===== src/rtl/frame_store_ctrl.sv =====
// frame_store_ctrl: capture sequencer between the RGB555 pixel unpacker and
// the frame BRAM. Arms on request, aligns to sensor start-of-frame, emits one
// BRAM write per accepted pixel and flags short/long frames.
// Optional feature: define FRAME_STORE_DOUBLE_BUF_EN for ping-pong banks that
// swap with the display reader only during display vertical blanking. Without
// it a single bank (0) is used and each frame completes as soon as it is full.
module frame_store_ctrl #(
  parameter int FRAME_PIXELS = 307200,
  parameter int ADDR_W       = 19,
  parameter int DATA_W       = 15
) (
  input  logic              CLK,
  input  logic              RESET,
  input  logic              cap_start,
  input  logic              cap_cont,
  input  logic              sof,
  input  logic              pix_valid,
  input  logic [DATA_W-1:0] pix_data,
  input  logic              disp_vblank,
  input  logic              err_clr,
  output logic              mem_we,
  output logic              mem_bank,
  output logic [ADDR_W-1:0] mem_addr,
  output logic [DATA_W-1:0] mem_wdata,
  output logic              rd_bank,
  output logic              busy,
  output logic              frame_done,
  output logic              err_short,
  output logic              err_long
);

  typedef enum logic [1:0] {
    IDLE      = 2'd0,
    ARMED     = 2'd1,
    CAPTURE   = 2'd2,
    SWAP_WAIT = 2'd3
  } state_t;

  localparam logic [ADDR_W-1:0] LAST_ADDR = ADDR_W'(FRAME_PIXELS - 1);
  localparam logic [ADDR_W-1:0] ONE       = ADDR_W'(1);

  state_t            state;
  state_t            state_next;
  logic [ADDR_W-1:0] count;       // address of the next frame pixel
  logic [ADDR_W-1:0] count_next;
  logic [ADDR_W-1:0] wr_addr;     // address used by this cycle's write
  logic              wr_en;
  logic              swap;        // frame handed over to the display side
  logic              set_short;
  logic              set_long;

  // Next-state and per-cycle control decode.
  always_comb begin
    // NOTE: every signal driven here gets a default first, so no path can
    // leave one unassigned and infer a latch.
    state_next = state;
    count_next = count;
    wr_addr    = count;
    wr_en      = 1'b0;
    swap       = 1'b0;
    set_short  = 1'b0;
    set_long   = 1'b0;

    case (state)
      IDLE: begin
        if (cap_start || cap_cont) state_next = ARMED;
      end

      ARMED: begin
        // Pixels before start-of-frame are dropped; a pixel coincident
        // with sof is frame pixel 0.
        if (sof) begin
          state_next = CAPTURE;
          wr_addr    = '0;
          count_next = '0;
          wr_en      = pix_valid;
        end
      end

      CAPTURE: begin
        // sof before the frame is full: restart at address 0, same bank.
        if (sof) begin
          set_short  = 1'b1;
          wr_addr    = '0;
          count_next = '0;
        end
        wr_en = pix_valid;
      end

      SWAP_WAIT: begin
`ifdef FRAME_STORE_DOUBLE_BUF_EN
        set_long = pix_valid;
        swap     = disp_vblank;
`else
        swap     = 1'b1;
`endif
        if (swap) state_next = cap_cont ? ARMED : IDLE;
      end

      default: state_next = IDLE;
    endcase

    // The count never goes past the last pixel; filling the frame parks it
    // at 0 and hands the frame over.
    if (wr_en) begin
      count_next = wr_addr + ONE;
      if (wr_addr == LAST_ADDR) begin
        count_next = '0;
        state_next = SWAP_WAIT;
      end
    end
  end

  // State, write port and sticky error registers.
  always_ff @(posedge CLK) begin
    // NOTE: non-blocking assignments, so every register samples the
    // pre-edge values no matter how the statements are ordered.
    if (RESET) begin
      state      <= IDLE;
      count      <= '0;
      mem_we     <= 1'b0;
      mem_addr   <= '0;
      mem_wdata  <= '0;
      frame_done <= 1'b0;
      err_short  <= 1'b0;
      err_long   <= 1'b0;
    end else begin
      state      <= state_next;
      count      <= count_next;
      mem_we     <= wr_en;
      frame_done <= swap;
      if (wr_en) begin
        mem_addr  <= wr_addr;
        mem_wdata <= pix_data;
      end
      // A set in the same cycle as a clear wins.
      if (set_short)    err_short <= 1'b1;
      else if (err_clr) err_short <= 1'b0;
      if (set_long)     err_long  <= 1'b1;
      else if (err_clr) err_long  <= 1'b0;
    end
  end

`ifdef FRAME_STORE_DOUBLE_BUF_EN
  // Ping-pong bank pointers: the display gets the bank just filled.
  always_ff @(posedge CLK) begin
    if (RESET) begin
      mem_bank <= 1'b0;
      rd_bank  <= 1'b1;
    end else if (swap) begin
      rd_bank  <= mem_bank;
      mem_bank <= ~mem_bank;
    end
  end
`else
  // Single bank: writer and reader share bank 0, tearing is accepted.
  logic unused_vblank;
  assign unused_vblank = disp_vblank;
  assign mem_bank      = 1'b0;
  assign rd_bank       = 1'b0;
`endif

  assign busy = (state != IDLE);

endmodule


===== config.mk =====
export PLATFORM = sky130hd
export DESIGN_NAME = frame_store_ctrl
export DESIGN_NICKNAME = d
export VERILOG_FILES = /design/src/rtl/frame_store_ctrl.sv
export SDC_FILE = /design/constraint.sdc
export NUM_CORES = 1
export LEC_CHECK = 0
export BUFFER_PORTS_ARGS = -buffer_cell sky130_fd_sc_hd__buf_2
export CORE_UTILIZATION = 44
export DETAILED_ROUTE_END_ITERATION = 8
export GPL_TIMING_DRIVEN = 0
export HOLD_SLACK_MARGIN = 0.05
export PLACE_DENSITY = 0.68
export SYNTH_ARGS = -nofsm -noshare
export SYNTH_HDL_FRONTEND = slang
export SYNTH_SLANG_ARGS = --single-unit

===== constraint.sdc =====
create_clock -name CLK -period 3.72 [get_ports CLK]
set_clock_uncertainty 0.2 [all_clocks]
set_input_delay 0.186 -clock CLK [delete_from_list [all_inputs] [get_ports CLK]]
set_output_delay 0.186 -clock CLK [all_outputs]
set_load 0.02 [all_outputs]

# ---- Yosys cells after proc, flatten, opt, wreduce, memory -nomap -nowiden
# Index checks and enable logic that the tools add are counted.
dict set report op_classes {
  add_sub_neg 1
  n_mul 0
  div_mod_pow 0
  order_cmp 0
  eq_ne 4
  n_shift 0
  muxes 17
  bitwise_logic 0
  reduce_logical 5
}
# op count
set op_table {}
lappend op_table {{2-to-1 mux 19 bit} 4}
lappend op_table {{adder 19 x 1 -> 19 bit (second input constant)} 1}
lappend op_table {{equality test 19 bit (second input constant)} 1}
lappend op_table {{2-to-1 mux 2 bit} 4}
lappend op_table {{2-to-1 mux 1 bit} 7}
lappend op_table {{case mux 2 bit (3 select lines)} 1}
lappend op_table {{equality test 2 bit (second input constant)} 2}
lappend op_table {{nonzero test 2 bit} 2}
lappend op_table {{equality test 2 x 1 -> 1 bit (second input constant)} 1}
lappend op_table {{logical NOT 2 bit} 1}
lappend op_table {{case mux 1 bit (2 select lines)} 1}
lappend op_table {{OR reduction 2 bit} 1}
lappend op_table {{logical OR 1 bit} 1}
dict set report totals {
  ff_bits 58
  latchBits 0
  ram_bits 0
  rom_bits 0
  elab_cells 34
  n_memories 0
}

# ---- Longest topological paths before layout
# Gate-level depths: netlist of the first run.
dict set report depth {
  word_depth 6
  depth_mapped 12
  ltp_nobuf 10
}

# ---- Least setup slack after synthesis of the first run
# No wires, ideal clock.
dict set report synth_path {
  path_type {reg-to-reg}
  startpoint {register state[0]}
  endpoint {register count[4]}
  arrival_time_ps 2332
  required_time_ps 3405
  slack_ps 1073
  path_stages_with_launch 13
  path_buffers 2
  period_less_slack_ps 2647
  cell_sequence {dfxtp_1 -> inv_1 -> ha_1 -> nand2_1 -> clkbuf_1 -> and2_1 -> ha_1 -> nand2_1 -> nor4_4 -> a31o_2 -> nand2b_1 -> buf_4 -> nor2_1}
}
dict set report synth_between {
  elab_chain_len 6
}
# element line_no
set synth_rtl {}
lappend synth_rtl {{start: declaration} 42} ;# state_t state;
lappend synth_rtl {{start signal: assignment} 128} ;# state <= state_next;
lappend synth_rtl {{equality test 2 bit or equality test 2 x 1 -> 1 bit (tied branches)} 64} ;# case (state)
lappend synth_rtl {{OR reduction 2 bit (no source line) *} n/a}
lappend synth_rtl {{2-to-1 mux 19 bit *} n/a}
lappend synth_rtl {{net wr_addr[0]} 46} ;# logic [ADDR_W-1:0] wr_addr;
lappend synth_rtl {{adder 19 x 1 -> 19 bit or equality test 19 bit (tied branches)} {106, 107}}
lappend synth_rtl {{2-to-1 mux 19 bit *} 107} ;# if (wr_addr == LAST_ADDR) begin
lappend synth_rtl {{2-to-1 mux 19 bit *} 105} ;# if (wr_en) begin
lappend synth_rtl {{end signal: assignment} 129} ;# count <= count_next;
lappend synth_rtl {{end: declaration} 44} ;# logic [ADDR_W-1:0] count;
# The timed path passes the listed nets; every way through them passes the cells marked *.
# A chain may end at the register's enable or synchronous reset.

# ---- Final worst setup path of the first run
dict set report layout_path {
  startpoint {register state[1]}
  endpoint {register count[6]}
}
# The elaborated chain is that of the path after synthesis.

==> results.txt, run 1 <==
Syn avg cell area = 8.13 µm²
Sequential area share after synthesis = 45.8%
Top Ports = 64
Peak VDD IR = 0.373 mV
Synth warn = 0
Via Count = 2,363
Hold slack final = 81.3 ps
Post-synth cell types = 40
Clock H-tree levels = 3
First-pass GRT wire length = 9940 µm
Remaining DRCs = 0
Combinational Power Share = 10.9%
Status = finished clean
Worst Hold Endpoint = state[1]
Clk buf depth = 2
Critical Path End Type = register
Tcrit/Tclk final = 84.7%
Post-CTS Setup Repair Bufs = 0
Placer Congestion = 0.888
Number of antenna violations at the first check in global routing = 0
DR iter-0 viols = 91
Detailed Place HPWL = 4230 µm
Hold Startpoint = cap_cont
Crit-path slowest cell = dfxtp_1
PD cells = 391 nW/µm²
Total wire length = 6020 µm
Crit-path leading delay family = simple AND/OR/NAND/NOR gates
Drt pass-1 iters = 4
Pins Over Slew Limit = 0
WP buf/inv = 3
Root Buffer = clkbuf_8
Slowest stage delay, CP = 410 ps
Crit path required time = 3740 ps
NetSw = 0.326 mW
Pin count of the biggest net entering global routing = 11
Sink Count = 58
Crit path launch type = register
Hold Vio Cnt, Final = 0
PortBufs = 58
Slew @ Worst Pin = 572 ps
Fill count = 523
R2r endpoint = count[6]
R2r startpoint = state[1]
Die width = 77.9 µm
Worst setup path class = reg2reg
Top cell type's share of synthesized area = 45.8%
Crit path cell chain = inv_1, ha_1, nand2_1, clkbuf_1, and2_1, ha_1, nand2_1, nor4_4, a31o_2, nand2b_1, buf_4, nor2_1
Leakage power = 1.33 nW
Count of flip-flops with a built-in enable after synthesis = 0
# setup viols final = 0
DR vias/cell = 4.95
# diodes = 0
Area growth syn-to-layout = 29.2%
RSZ-0062 raised after global routing = no
Crit-path max FO = 10
Core ar. = 5540 µm²
Hold path depth = 4
Number of max-cap violations = 0
Reg power frac = 49.6%
Worst hold path class = in2reg
Inserted Clock Buffers = 9
Fmax = 317 MHz
# nets final = 430
Detailed-route wire length per cell = 12.6 µm
Vias in the first global route = 2,133
Gate count of the mapped netlist = 312
Register-to-Register Setup Slack = 570 ps
Ratio of cells with drive above 1 in the final layout = 22.0%
Final setup TNS = 0 ps
Post-synthesis async set-or-reset flop share = 0%
Sw Share = 25.5%
Clock share of power = 39.5%
Post-synth top flop = dfxtp_1
Fin crit period = 3150 ps
Max transition margin = 61.9%
Row count = 27
CTS tree = yes
Initial core utilization = 45.8%
Die Footprint = 6070 µm²
Pint = 0.955 mW
Mapped Area = 2540 µm²
Leading area contributor after synthesis = dfxtp_1
GRT Util Overall = 21.4%
WP data arrival = 3180 ps
GRT overflow = 0
CP startpoint = state[1]
Clock transition at path regs = 60 ps
Post-CTS Resized = 0
Final ANT Viol Nets = 0
Largest cells by area after synthesis = dfxtp_1 46%, nand2_1 11%, a21oi_1 7.9%, nand3_1 4.7%, nor2_1 3.7%
Die Span Y = 77.9 µm
Worst-Skew Late Latency = 330 ps
Reg2reg path depth = 12
Seq cells post-synth = 58
-- cell usage in the layout, fill, tap and decap left out, drive strengths merged, types with 6 or more instances in the layout --
cell type | netlist | layout
nand2 | 73 | 73
buf | 10 | 68
dfxtp | 58 | 58
a21oi | 42 | 42
nor2 | 25 | 25
nand3 | 25 | 25
clkbuf | 10 | 23
dlygate4sd3 | 0 | 18
xnor2 | 9 | 9
nand4 | 6 | 6
ha | 6 | 6
-- layer usage --
metal	share of wire [%]	vias to the layer above	GRT usage, %
met1	47	1056	27.4
met5	0	-	0
li1	-	1223	-
met4	1.1	0	8.33
met2	44	75	33.1
met3	7.9	9	7.18
-- worst max-delay path by stage --
stage | endpoint | slack (ps) | cells after the start
detailed placement | count[15] | 580 | 12
global route | state[0] | 340 | 11
floorplan | count[4] | 1070 | 12
global placement | count[4] | 620 | 12
finish | count[6] | 570 | 12
CTS | count[6] | 570 | 12
-- through the flow --
| step | area [µm²] | total power [mW] | std cells | setup slack, ps | utilization [%] |
|---|---|---|---|---|---|
| after floorplan | 2540 | 0.732 | 314 | 1070 | - |
| after global placement | 2920 | 0.773 | 444 | 623 | 52.8 |
| after detailed placement | 2920 | 0.775 | 444 | 583 | 52.8 |
| after CTS | 3280 | 1.30 | 477 | 570 | 59.1 |
| after global routing | 3280 | 1.34 | 477 | 340 | 59.1 |
| final | 3280 | 1.28 | 477 | 568 | 59.1 |
-- sequential cells by signal, summed over array words and instances (netlist names) --
name,cells
mem_wdata,15
frame_done,1
count,19
err_short,1
mem_we,1
state,2
mem_addr,19
-- cell usage after synthesis, drive strengths merged (2+ instances only) --
cell type   n
xnor2       9
nand2      73
nor4        5
ha          6
a31oi       2
nor3        4
a21bo       2
a21oi      42
nand3      25
buf        10
or3         2
nand4       6
o21ai       3
nand2b      2
dfxtp      58
nor2       25
xor2        5
inv         5
clkbuf     10
nor2b       2
and2        3
-- layout make-up --
| type | instances | area, µm² | area share [%] |
|---|---|---|---|
| Tap cell | 72 | 90.1 | 2.75 |
| Inverter | 5 | 18.8 | 0.573 |
| Timing Repair Buffer | 76 | 470 | 14.4 |
| Clock buffer | 13 | 159 | 4.85 |
| Clock inverter | 2 | 12.5 | 0.382 |
| Sequential cell | 58 | 1160 | 35.4 |
| Multi-Input combinational cell | 231 | 1270 | 38.7 |
| Buffer | 20 | 95.1 | 2.90 |
-- kinds of logic (layout without fill, tap and decap cells) --
logic type / count (synthesis) / in the layout / synth area share (%)
and+or+nand+nor: 155 / 155 / 29.8
DFF: 58 / 58 / 45.8
AOI/OAI and AO/OA: 53 / 53 / 11.9
buffers and inverters: 25 / 116 / 4.49
xor gates and xnor gates: 14 / 14 / 4.83
adders and majority gates: 6 / 6 / 2.96
other: 1 / 3 / 0.148
-- repair_timing --
action,4_1_cts,5_1_grt
hold endpoints to repair,18,0
endpoints found under the setup margin,0,0
hold buffers,18,0
-- power groups by stage --
stage / registers (mW) / logic (mW) / clock network, mW
floorplan: 0.655 / 0.0772 / 0
global placement: 0.649 / 0.124 / 0
detailed placement: 0.649 / 0.125 / 0
CTS: 0.635 / 0.140 / 0.522
global route: 0.636 / 0.154 / 0.553
finish: 0.636 / 0.140 / 0.506
-- worst min-delay path, stage by stage --
cell and delay [ps]:
buf_2 100, nor3_1 50, o21ai_0 150, a31oi_1 80
(Power assumes the default switching activity.)
==> inputs of run 2 (changes only) <==
- clock period: 3.72 -> 2.9 ns (I/O delays scaled with it)
==> run 2 against run 1 <==
Effect of this change: via count up 1.9%; worst setup slack worse by 410 ps; largest cell class unchanged; clock-buffer cell count unchanged; maximum frequency up 15%; largest power group unchanged.
==> results.txt, run 2 (synthesized netlist as in run 1, its figures left out) <==
Remaining DRCs = 0 (unchanged)
Die width = 77.9 µm (unchanged)
Drt pass-1 iters = 4 (unchanged)
Crit path launch type = register
Number of antenna violations at the first check in global routing = 0 (unchanged)
# diodes = 0 (unchanged)
Power consumption = 1.66 mW (+30%)
First-pass GRT wire length = 10000 µm (+0.62%)
Worst setup path class = reg2reg
Top Ports = 64 (unchanged)
Root Buffer = clkbuf_8
Detailed-route wire length per cell = 12.8 µm (+1.8%)
FF+latch area = 1160 µm² (+0.22%)
Final ANT Viol Nets = 0 (unchanged)
Multi-input logic area = 1290 µm² (+1.4%)
WP data arrival = 2770 ps (-410 ps)
Initial core utilization = 45.8% (unchanged)
Placer Congestion = 0.888 (unchanged)
Via Count = 2,408 (+1.9%)
Fmax = 365 MHz (+15%)
Hold Vio Cnt, Final = 0 (unchanged)
Fill count = 510 (-2.5%)
DR iter-0 viols = 114 (+25%)
Pins Over Slew Limit = 0 (unchanged)
Clock transition at path regs = 60 ps (about the same)
Die Span Y = 77.9 µm (unchanged)
Detailed Place HPWL = 4230 µm (unchanged)
Peak VDD IR = 0.485 mV (+30%)
DP Worst Slack = -237 ps (-820 ps)
GRT overflow = 0 (unchanged)
Crit path required time = 2930 ps (-810 ps)
Row count = 27 (unchanged)
Area growth syn-to-layout = 31.6%
RSZ-0062 raised after global routing = no
Post-DP Area = 2920 µm² (unchanged)
Worst-Skew Late Latency = 340 ps (about the same)
Core ar. = 5540 µm² (unchanged)
Leakage power = 1.36 nW (+2.4%)
Status = finished clean
# nets final = 434 (+0.93%)
Vias in the first global route = 2,131 (-0.094%)
Die Footprint = 6070 µm² (unchanged)
PortBufs = 58 (unchanged)
Max transition margin = 62.0% (+0.11 points)
Final design utilization = 60.2% (+1.1 points)
Critical Path End Type = register
Finished Cell Area = 3340 µm² (+1.9%)
Worst hold path class = in2reg
Clk buf depth = 2 (unchanged)
Worst setup margin = 159 ps (-410 ps)
Inserted Clock Buffers = 9 (unchanged)
Sink Count = 58 (unchanged)
PD cells = 498 nW/µm² (+27%)
Pin count of the biggest net entering global routing = 12 (+1)
GRT Util Overall = 21.5% (+0.15 points)
Crit-path max FO = 11 (+1)
Fin crit period = 2740 ps (-410 ps)
DR vias/cell = 5.01 (+1.1%)
# setup viols final = 0 (unchanged)
Placed cell count = 444 (unchanged)
CTS tree = yes
Commonest non-fill, non-tap cell in the layout = nand2_1
Slew @ Worst Pin = 570 ps (-1.65 ps)
Total wire length = 6180 µm (+2.7%)
Number of max-cap violations = 0 (unchanged)
Fin cells = 481 (+0.84%)
Most frequent cells in the layout = 70 x nand2_1, 62 x buf_2, 56 x dfxtp_1, 40 x a21oi_1, 25 x nor2_1
Ratio of cells with drive above 1 in the final layout = 24.0% (+2.0 points)
Tcrit/Tclk final = 94.5% (+9.8 points)
Biggest regs = count x19, mem_addr x19, mem_wdata x15
Clock H-tree levels = 3 (unchanged)
==> run 2: cell count changes in the layout (fill, tap and decap cells not counted), sizes merged <==
| cell | previous run | this run |
|---|---|---|
| buf | 68 | 70 |
| clkbuf | 23 | 22 |
| dlygate4sd3 | 18 | 21 |
==> run 2: layer usage <==
metal / vias up / track usage (%) / share of wire (%)
li1: 1235 / - / -
met1: 1093 / 27.6 / 48
met2: 68 / 33.4 / 44
met3: 12 / 6.82 / 6.3
met4: 0 / 8.89 / 1.7
met5: - / 0 / 0
==> run 2: where the power goes <==
| group | switching [mW] | total, mW | internal [mW] |
|---|---|---|---|
| combinational | 0.116 | 0.190 | 0.0736 |
| sequential | 0.00761 | 0.816 | 0.809 |
| clock | 0.305 | 0.656 | 0.351 |
==> run 2: timing repair <==
item,4_1_cts,5_1_grt
pin swaps,0,3
endpoints found under the setup margin,13,13
endpoints found under the hold margin,19,0
buffers inserted,0,2
gates resized for setup,1,7
hold buffers,21,0
==> run 2: final cells by class <==
| type | count | area share, % |
|---|---|---|
| clock buffer | 13 | 4.76 |
| multi-input combinational | 231 | 38.5 |
| sequential | 58 | 34.9 |
| clock inverter | 2 | 0.375 |
| inverter | 5 | 0.562 |
| timing repair buffer | 81 | 15.4 |
| buffer | 19 | 2.74 |
| tap | 72 | 2.70 |
==> run 2: worst max-delay path: stages, from the launching register on <==
cell      delay [ps]
dfxtp_2          360
inv_1             80
ha_2             340
nand2_4          150
and2_1           200
ha_1             200
nand2_2          130
nor4_4           390
a31o_2           260
nand2b_1         110
buf_4            170
nor2_1            60
==> run 2: worst paths after layout <==
kind | start | to | slack, ps | cells after the start
setup / recovery | state[0] | count[11] | 160 | 11
hold / removal | sof | state[1] | 170 | 4
setup reg to reg | state[0] | count[11] | 160 | 11
hold reg to reg | mem_wdata[6] | mem_wdata[6] | 250 | 2
==> run 2: metrics by stage <==
| stage | setup TNS [ps] | hold WS (ps) |
|---|---|---|
| floorplan | 0 | 81.0 |
| global placement | -2020 | 189 |
| detailed placement | -2550 | 194 |
| CTS | 0 | 166 |
| global route | 0 | 218 |
| finish | 0 | 174 |
